### config.mk
export PLATFORM = sky130hd
export DESIGN_NAME = uart_rx_os
export DESIGN_NICKNAME = d
export VERILOG_FILES = /design/src/rtl/uart_rx_os.sv
export SDC_FILE = /design/constraint.sdc
export NUM_CORES = 1
export LEC_CHECK = 0
export BUFFER_PORTS_ARGS = -buffer_cell sky130_fd_sc_hd__buf_2
export CORE_ASPECT_RATIO = 1.75
export CORE_MARGIN = 2
export CORE_UTILIZATION = 45
export CTS_CLUSTER_DIAMETER = 60
export DETAILED_ROUTE_END_ITERATION = 10
export HOLD_SLACK_MARGIN = 0.08
export PLACE_DENSITY = 0.66
export SYNTH_ARGS = -nofsm -noshare
export SYNTH_HDL_FRONTEND = slang
export SYNTH_SLANG_ARGS = --single-unit
### constraint.sdc
create_clock -name clk -period 1.75 [get_ports clk]
set_clock_uncertainty 0.05 [all_clocks]
set_input_delay 0.525 -clock clk [delete_from_list [all_inputs] [get_ports clk]]
set_output_delay 0.525 -clock clk [all_outputs]
set_load 0.1 [all_outputs]
### src/rtl/uart_rx_os.sv
//------------------------------------------------------------------------------
// uart_rx_os : 16x-oversampling UART receiver, majority-vote sampling,
//              framing check and one-byte valid/ready holding register.
// Rev 1.0
//------------------------------------------------------------------------------
`default_nettype none

module uart_rx_os #(
    parameter int DIV       = 7,
    parameter int DATA_BITS = 8
) (
    input  logic                 clk,
    input  logic                 button,
    input  logic                 rx,
    output logic [DATA_BITS-1:0] data,
    output logic                 valid,
    input  logic                 ready,
    output logic                 frame_err,
    output logic                 overrun,
    output logic                 busy
);

    localparam int CW = (DIV > 1) ? $clog2(DIV) : 1;
    localparam int IW = (DATA_BITS > 1) ? $clog2(DATA_BITS) : 1;

    typedef enum logic [2:0] {
        S_IDLE  = 3'd0,
        S_START = 3'd1,
        S_DATA  = 3'd2,
        S_STOP  = 3'd3,
        S_BREAK = 3'd4
    } state_t;

    state_t               r_state;
    state_t               w_state_nxt;

    logic                 r_rx_meta;
    logic                 r_rx_s;
    logic [CW-1:0]        r_div_cnt;
    logic [3:0]           r_smp_cnt;
    logic [IW-1:0]        r_bit_idx;
    logic                 r_v7;
    logic                 r_v8;
    logic [DATA_BITS-1:0] r_shift;
    logic [DATA_BITS-1:0] r_data;
    logic                 r_valid;
    logic                 r_frame_err;
    logic                 r_overrun;

    logic                 w_tick;
    logic                 w_tick9;
    logic                 w_tick15;
    logic                 w_vote;
    logic                 w_start;
    logic                 w_load;
    logic                 w_ferr;

    always_ff @(posedge clk or negedge button) begin
        if (!button) begin
            r_rx_meta <= 1'b1;
            r_rx_s    <= 1'b1;
        end else begin
            r_rx_meta <= rx;
            r_rx_s    <= r_rx_meta;
        end
    end

    assign w_tick   = (r_div_cnt == CW'(DIV - 1));
    assign w_tick9  = w_tick && (r_smp_cnt == 4'd9);
    assign w_tick15 = w_tick && (r_smp_cnt == 4'd15);
    // Third vote is the live sample at tick 9; ticks 7 and 8 were captured earlier.
    assign w_vote   = (r_v7 & r_v8) | (r_v7 & r_rx_s) | (r_v8 & r_rx_s);

    always_ff @(posedge clk or negedge button) begin
        if (!button) begin
            r_state <= S_IDLE;
        end else begin
            r_state <= w_state_nxt;
        end
    end

    always_comb begin
        w_state_nxt = r_state;
        w_start     = 1'b0;
        w_load      = 1'b0;
        w_ferr      = 1'b0;
        case (r_state)
            S_IDLE: begin
                if (!r_rx_s) begin
                    w_state_nxt = S_START;
                    w_start     = 1'b1;
                end
            end
            S_START: begin
                if (w_tick9 && w_vote) begin
                    w_state_nxt = S_IDLE;
                end else if (w_tick15) begin
                    w_state_nxt = S_DATA;
                end
            end
            S_DATA: begin
                if (w_tick15 && (r_bit_idx == IW'(DATA_BITS - 1))) begin
                    w_state_nxt = S_STOP;
                end
            end
            S_STOP: begin
                // Decide at mid-stop so a back-to-back start edge is not missed.
                if (w_tick9) begin
                    if (w_vote) begin
                        w_load      = 1'b1;
                        w_state_nxt = S_IDLE;
                    end else begin
                        w_ferr      = 1'b1;
                        w_state_nxt = S_BREAK;
                    end
                end
            end
            S_BREAK: begin
                if (r_rx_s) begin
                    w_state_nxt = S_IDLE;
                end
            end
            default: begin
                w_state_nxt = S_IDLE;
            end
        endcase
    end

    always_ff @(posedge clk or negedge button) begin
        if (!button) begin
            r_div_cnt <= '0;
            r_smp_cnt <= 4'd0;
            r_bit_idx <= '0;
            r_v7      <= 1'b1;
            r_v8      <= 1'b1;
            r_shift   <= '0;
        end else begin
            if (w_start || w_tick) begin
                r_div_cnt <= '0;
            end else begin
                r_div_cnt <= r_div_cnt + 1'b1;
            end

            if (w_start) begin
                r_smp_cnt <= 4'd0;
            end else if (w_tick) begin
                r_smp_cnt <= r_smp_cnt + 4'd1;
            end

            if (w_tick && (r_smp_cnt == 4'd7)) begin
                r_v7 <= r_rx_s;
            end
            if (w_tick && (r_smp_cnt == 4'd8)) begin
                r_v8 <= r_rx_s;
            end

            if ((r_state == S_DATA) && w_tick9) begin
                r_shift <= {w_vote, r_shift[DATA_BITS-1:1]};
            end

            if (w_start || ((r_state == S_START) && w_tick15)) begin
                r_bit_idx <= '0;
            end else if ((r_state == S_DATA) && w_tick15) begin
                r_bit_idx <= r_bit_idx + 1'b1;
            end
        end
    end

    always_ff @(posedge clk or negedge button) begin
        if (!button) begin
            r_data      <= '0;
            r_valid     <= 1'b0;
            r_frame_err <= 1'b0;
            r_overrun   <= 1'b0;
        end else begin
            r_frame_err <= w_ferr;
            r_overrun   <= 1'b0;
            if (w_load) begin
                if (!r_valid || ready) begin
                    r_data  <= r_shift;
                    r_valid <= 1'b1;
                end else begin
                    r_overrun <= 1'b1;
                end
            end else if (r_valid && ready) begin
                r_valid <= 1'b0;
            end
        end
    end

    assign data      = r_data;
    assign valid     = r_valid;
    assign frame_err = r_frame_err;
    assign overrun   = r_overrun;
    assign busy      = (r_state != S_IDLE);

endmodule

`default_nettype wire

---- After elaboration in Yosys (flattened, before gate mapping) ----
Index checks and enable logic that the tools add are counted.
storage, ports and cells
  register bits ........................... 36
  bits of input ports ..................... 4
  output and inout bits ................... 12
  logic and storage cells ................. 85
operators by class
  $add $sub $neg .......................... 3
  eq/ne operators ......................... 16
  multiplexer cells ....................... 26
  bitwise logic cells ..................... 5
  reductions and logical operators ........ 22
operators with widths
  kind                                           number
  2-to-1 mux 3 bit                               10
  one-hot mux 3 bit (5 select lines)             1
  2-to-1 mux 1 bit                               13
  == test 4 bit, second input constant           3
  logical AND 1 bit                              10
  == test 3 bit, second input constant           3
  2-to-1 mux 4 bit                               2
  != test 2 bit, second input constant           4
  adder 3 x 1 -> 3 bit, second input constant    2
  == test 3 x 2 -> 1 bit, second input constant  2
  nonzero test 2 bit                             3
  AND reduction 5 bit                            1
  adder 4 x 1 -> 4 bit, second input constant    1
  == test 4 x 3 -> 1 bit, second input constant  1
  AND reduction 2 bit                            2
  bitwise AND 1 bit                              3
  == test 3 x 1 -> 1 bit, second input constant  1
  logical NOT 3 bit                              1
  logical OR 1 bit                               3
  != test 3 bit, second input constant           1
  nonzero test 3 bit                             1
  != test 2 x 1 -> 1 bit, second input constant  1
  OR 1 bit                                       2
  logical NOT 1 bit                              1

---- Longest topological paths before layout ----
  word-level depth ........................ 8
  depth in mapped cells ................... 8

---- Worst setup path after synthesis ----
No wires, ideal clock.
  kind .................................... register to register
  start ................................... register r_valid (netlist: valid)
  end ..................................... register r_data[0] (netlist: data[0])
  setup time .............................. 0.126 ns
  arrival time ............................ 1.837 ns
  required time ........................... 1.574 ns
  setup slack ............................. -0.263 ns
  stages on the path, launching flop included .. 5
  buffers on the path ..................... 1
  clock period less this slack ............ 2.013 ns
  path through ............................ dfrtp_1 > or2b_2 > nor2b_2 > buf_6 > mux2_4
between the ends
  longest elaborated chain between the ends .. 3
ends and longest elaborated chain
  element                               line  RTL
  start, declared                       46    logic r_valid;
  start signal, assigned                172   r_valid <= 1'b0;
  start signal, assigned                181   r_valid <= 1'b1;
  start signal, assigned                186   r_valid <= 1'b0;
  logical NOT 1 bit                     179   if (!r_valid || ready) begin
  logical OR 1 bit                      179
  AND reduction 2 bit (no source line)  n/a
  end signal, assigned                  180   r_data <= r_shift;
  end, declared                         45    logic [DATA_BITS-1:0] r_data;
No other way between the ends.
A chain may end at the register's enable or synchronous reset.

---- Final worst setup path ----
  start ................................... register r_state[1]
  end ..................................... output port busy
between the ends
  longest elaborated chain between the ends .. 1
ends and longest elaborated chain
  element                 line  RTL
  start, declared         34    state_t r_state;
  start signal, assigned  78    r_state <= w_state_nxt;
  nonzero test 3 bit      195   assign busy = (r_state != S_IDLE);
  end, declared           20    output logic busy
No other way between the ends.

==> flow_summary.json <==
{
  "run_status": "complete, but fails checks",
  "violations": "setup timing",
  "grt_max_degree": 20,
  "seq_area_um2": 910,
  "drv_cap": 0,
  "start_util_pct": 47.2,
  "ff2ff_path_depth": 7,
  "viasPerCell": 5.10,
  "ys_types": 38,
  "cts_tree": "built",
  "reg2reg_to": "data[5]",
  "tightest_slew_ns": 0.488,
  "rows": 29,
  "end_kind": "output pin",
  "rrSetupSlack_ns": 0.08,
  "crit_fanout": 2,
  "grt_pass1_wl_um": 5210,
  "die_area_um2": 4330,
  "synth_seq_area_share_pct": 52.9,
  "n_antenna_cell": 0,
  "vias": 1076,
  "ys_ff_latch": 36,
  "ir_worst_vdd_v": 0.000643,
  "wl_um": 2990,
  "worstSetupPathType": "reg2out",
  "post_drt_wl_per_cell_um": 14.2,
  "final_util_pct": 57.0,
  "setup_viol": 1,
  "critPathRequiredTime_ns": 1.17,
  "antenna_found_initial": 0,
  "crit_path_start_kind": "flop",
  "grt_pass1_vias": 1206,
  "combinationalPowerShare_pct": 2.1,
  "cts_buffers": 5,
  "r2r-start": "r_smp_cnt[1]",
  "critPathArrivalTime_ns": 1.24,
  "die_x_um": 50.6,
  "drive_above_1_share_pct": 46.1,
  "clk-insertion-delay-late_ns": 0.28,
  "track_usage_pct": 16.1,
  "multi_input_area_um2": 761,
  "holdCritPathClass": "in2async",
  "clkSinkCount": 36,
  "cts_max_level": 2,
  "area_growth_pct": 20.8,
  "worst_slack_ns": -0.0630,
  "finalMaxSlewViolations": 0,
  "drt_first_pass_iters": 4,
  "power.switching_uw": 302,
  "ctsRootBufferMaster": "clkbuf_8",
  "rsz0062_at_grt": "true",
  "yosys_warnings": 0,
  "routabilityCongestion": 0.720,
  "power_density_nw_per_um2": 707,
  "syn-num-nets": 144,
  "switching_share_pct": 20.6,
  "io_buffers": 15,
  "num-nets-final": 175,
  "fillers": 327,
  "hpwl_um": 2280,
  "p_clk_share_pct": 40.6,
  "cts_max_path_buffers": 2,
  "fin_crit_sh_pct": 104,
  "coreArea_um2": 3630,
  "ant_nets": 0,
  "max_freq_mhz": 552,
  "ioPinCount": 16,
  "internal_power_mw": 1.16,
  "die_h_um": 85.6,
  "hold_violations": 0,
  "syn_area_um2": 1710,
  "leakagePower_nw": 1.06,
  "fin_cells": 211,
  "place_inst": 201,
  "path_clk_slew_ns": 0.07,
  "seqPwrFrac_pct": 57.3,
  "netlist_instances": 133,
  "slew_headroom_pct": 67.7,
  "avgSynthCellArea_um2": 12.9,
  "period_needed_ns": 1.81,
  "grt.overflow.total": 0,
  "drt_iter0_markers": 18,
  "drc": 0
}
-- cells in the final DEF, fill, tap and decap left out, types with 4 or more instances in the layout --
cell	Yosys	layout
buf_4	1	14
dfstp_2	4	4
clkbuf_8	0	6
ha_1	7	7
dfrtp_1	32	31
mux2_2	10	10
mux2_4	8	8
nand2_1	6	6
buf_2	3	14
nor2_1	19	18
-- Yosys cell counts (all sizes together) --
| cell | number | area share, % |
|---|---|---|
| maj3 | 1 | 0.66 |
| inv | 3 | 0.66 |
| xnor2 | 3 | 1.5 |
| mux2i | 3 | 1.8 |
| nand2b | 1 | 0.37 |
| nand4 | 3 | 2.0 |
| o22a | 1 | 0.51 |
| nor2b | 1 | 0.51 |
| and2 | 2 | 0.80 |
| xor2 | 3 | 1.5 |
| nor4 | 1 | 0.37 |
| dfrtp | 32 | 47 |
| o21ai | 1 | 0.29 |
| and4 | 1 | 0.51 |
| nand2 | 6 | 1.3 |
| nor3 | 2 | 0.58 |
| mux2 | 18 | 14 |
| a41o | 1 | 0.58 |
| a31oi | 1 | 0.37 |
| o311ai | 1 | 0.51 |
| a2bb2oi | 1 | 0.51 |
| and3b | 2 | 1.2 |
| buf | 7 | 3.3 |
| ha | 7 | 5.1 |
| nand4bb | 1 | 0.66 |
| a211oi | 1 | 0.44 |
| dfstp | 4 | 6.1 |
| nor2 | 19 | 4.2 |
| or2b | 1 | 0.51 |
| or3 | 1 | 0.37 |
| or2 | 1 | 0.37 |
| nand3 | 1 | 1.0 |
| nand4b | 2 | 1.0 |
-- kinds of logic after synthesis --
group | Yosys count | synth area share [%]
AND/OR/NAND/NOR | 45 | 15.7
flip-flops | 36 | 52.9
multiplexers | 21 | 15.4
buffers and inverters | 10 | 3.95
adder cells (fa/ha/maj) | 8 | 5.77
AO/OA/AOI/OAI | 7 | 3.22
XOR/XNOR | 6 | 3.07
-- routing by layer --
metal	up-vias	GRT usage, %	share of wire [%]
li1	518	-	-
met1	535	15.8	37
met2	17	30.1	57
met3	6	3.66	2.8
met4	0	8.35	2.3
met5	-	0	0
-- timing repair --
item | CTS | global route
resized for setup | 4 | 6
hold buffers | 0 | 0
pin swaps | 1 | 2
setup endpoints to repair | 1 | 20
buffers inserted | 2 | 0
endpoints found under the hold margin | 0 | 0
-- cell type report --
cell class	count	area share [%]
clock buffers	6	4.00
clock inverters	2	0.484
inverters	3	0.545
multi-input cells	87	36.8
flip-flops and latches	36	44.0
well taps	46	2.78
repair buffers	31	11.4
-- worst max path at each step --
stage            startpoint         end  slack [ns]  cells after the start
6_report         r_state[1]        busy       -0.06                      2
5_1_grt          r_state[1]        busy       -0.09                      2
4_1_cts          r_state[1]        busy       -0.07                      2
3_5_place_dp          ready     data[5]        0.04                      5
3_3_place_gp          ready     data[2]        0.05                      5
2_1_floorplan  r_div_cnt[0]  r_shift[0]        0.04                      7
-- flip-flops by register name, summed over array words and instances (netlist names), 3 cells and up --
| register | cells |
|---|---|
| r_shift | 8 |
| r_bit_idx | 3 |
| r_smp_cnt | 4 |
| r_state | 3 |
| data | 8 |
| r_div_cnt | 3 |
-- through the flow --
step	worst slack [ns]	instance area [um^2]	TNS (ns)	hold slack [ns]	power, mW
5_1_grt	-0.0858	2070	-0.161	0.153	1.52
6_report	-0.0630	2070	-0.0630	0.129	1.46
4_1_cts	-0.0722	2050	-0.0722	0.133	1.49
3_5_place_dp	0.0364	1930	0	0.297	0.885
2_1_floorplan	0.0435	1720	0	0.179	0.860
3_3_place_gp	0.0486	1930	0	0.297	0.884
-- power by group through the flow --
stage,Sequential [mW],Combinational [mW],Clock (mW)
6_report,0.837,0.0306,0.594
5_1_grt,0.836,0.0354,0.650
4_1_cts,0.837,0.0321,0.620
3_5_place_dp,0.853,0.0321,0
3_3_place_gp,0.853,0.0309,0
2_1_floorplan,0.853,0.00686,0
-- worst max-delay path, stage by stage (launching register included) --
cell and delay, ns:
dfrtp_1 0.38, or3_4 0.40, buf_12 0.17
(Power assumes the default switching activity.)
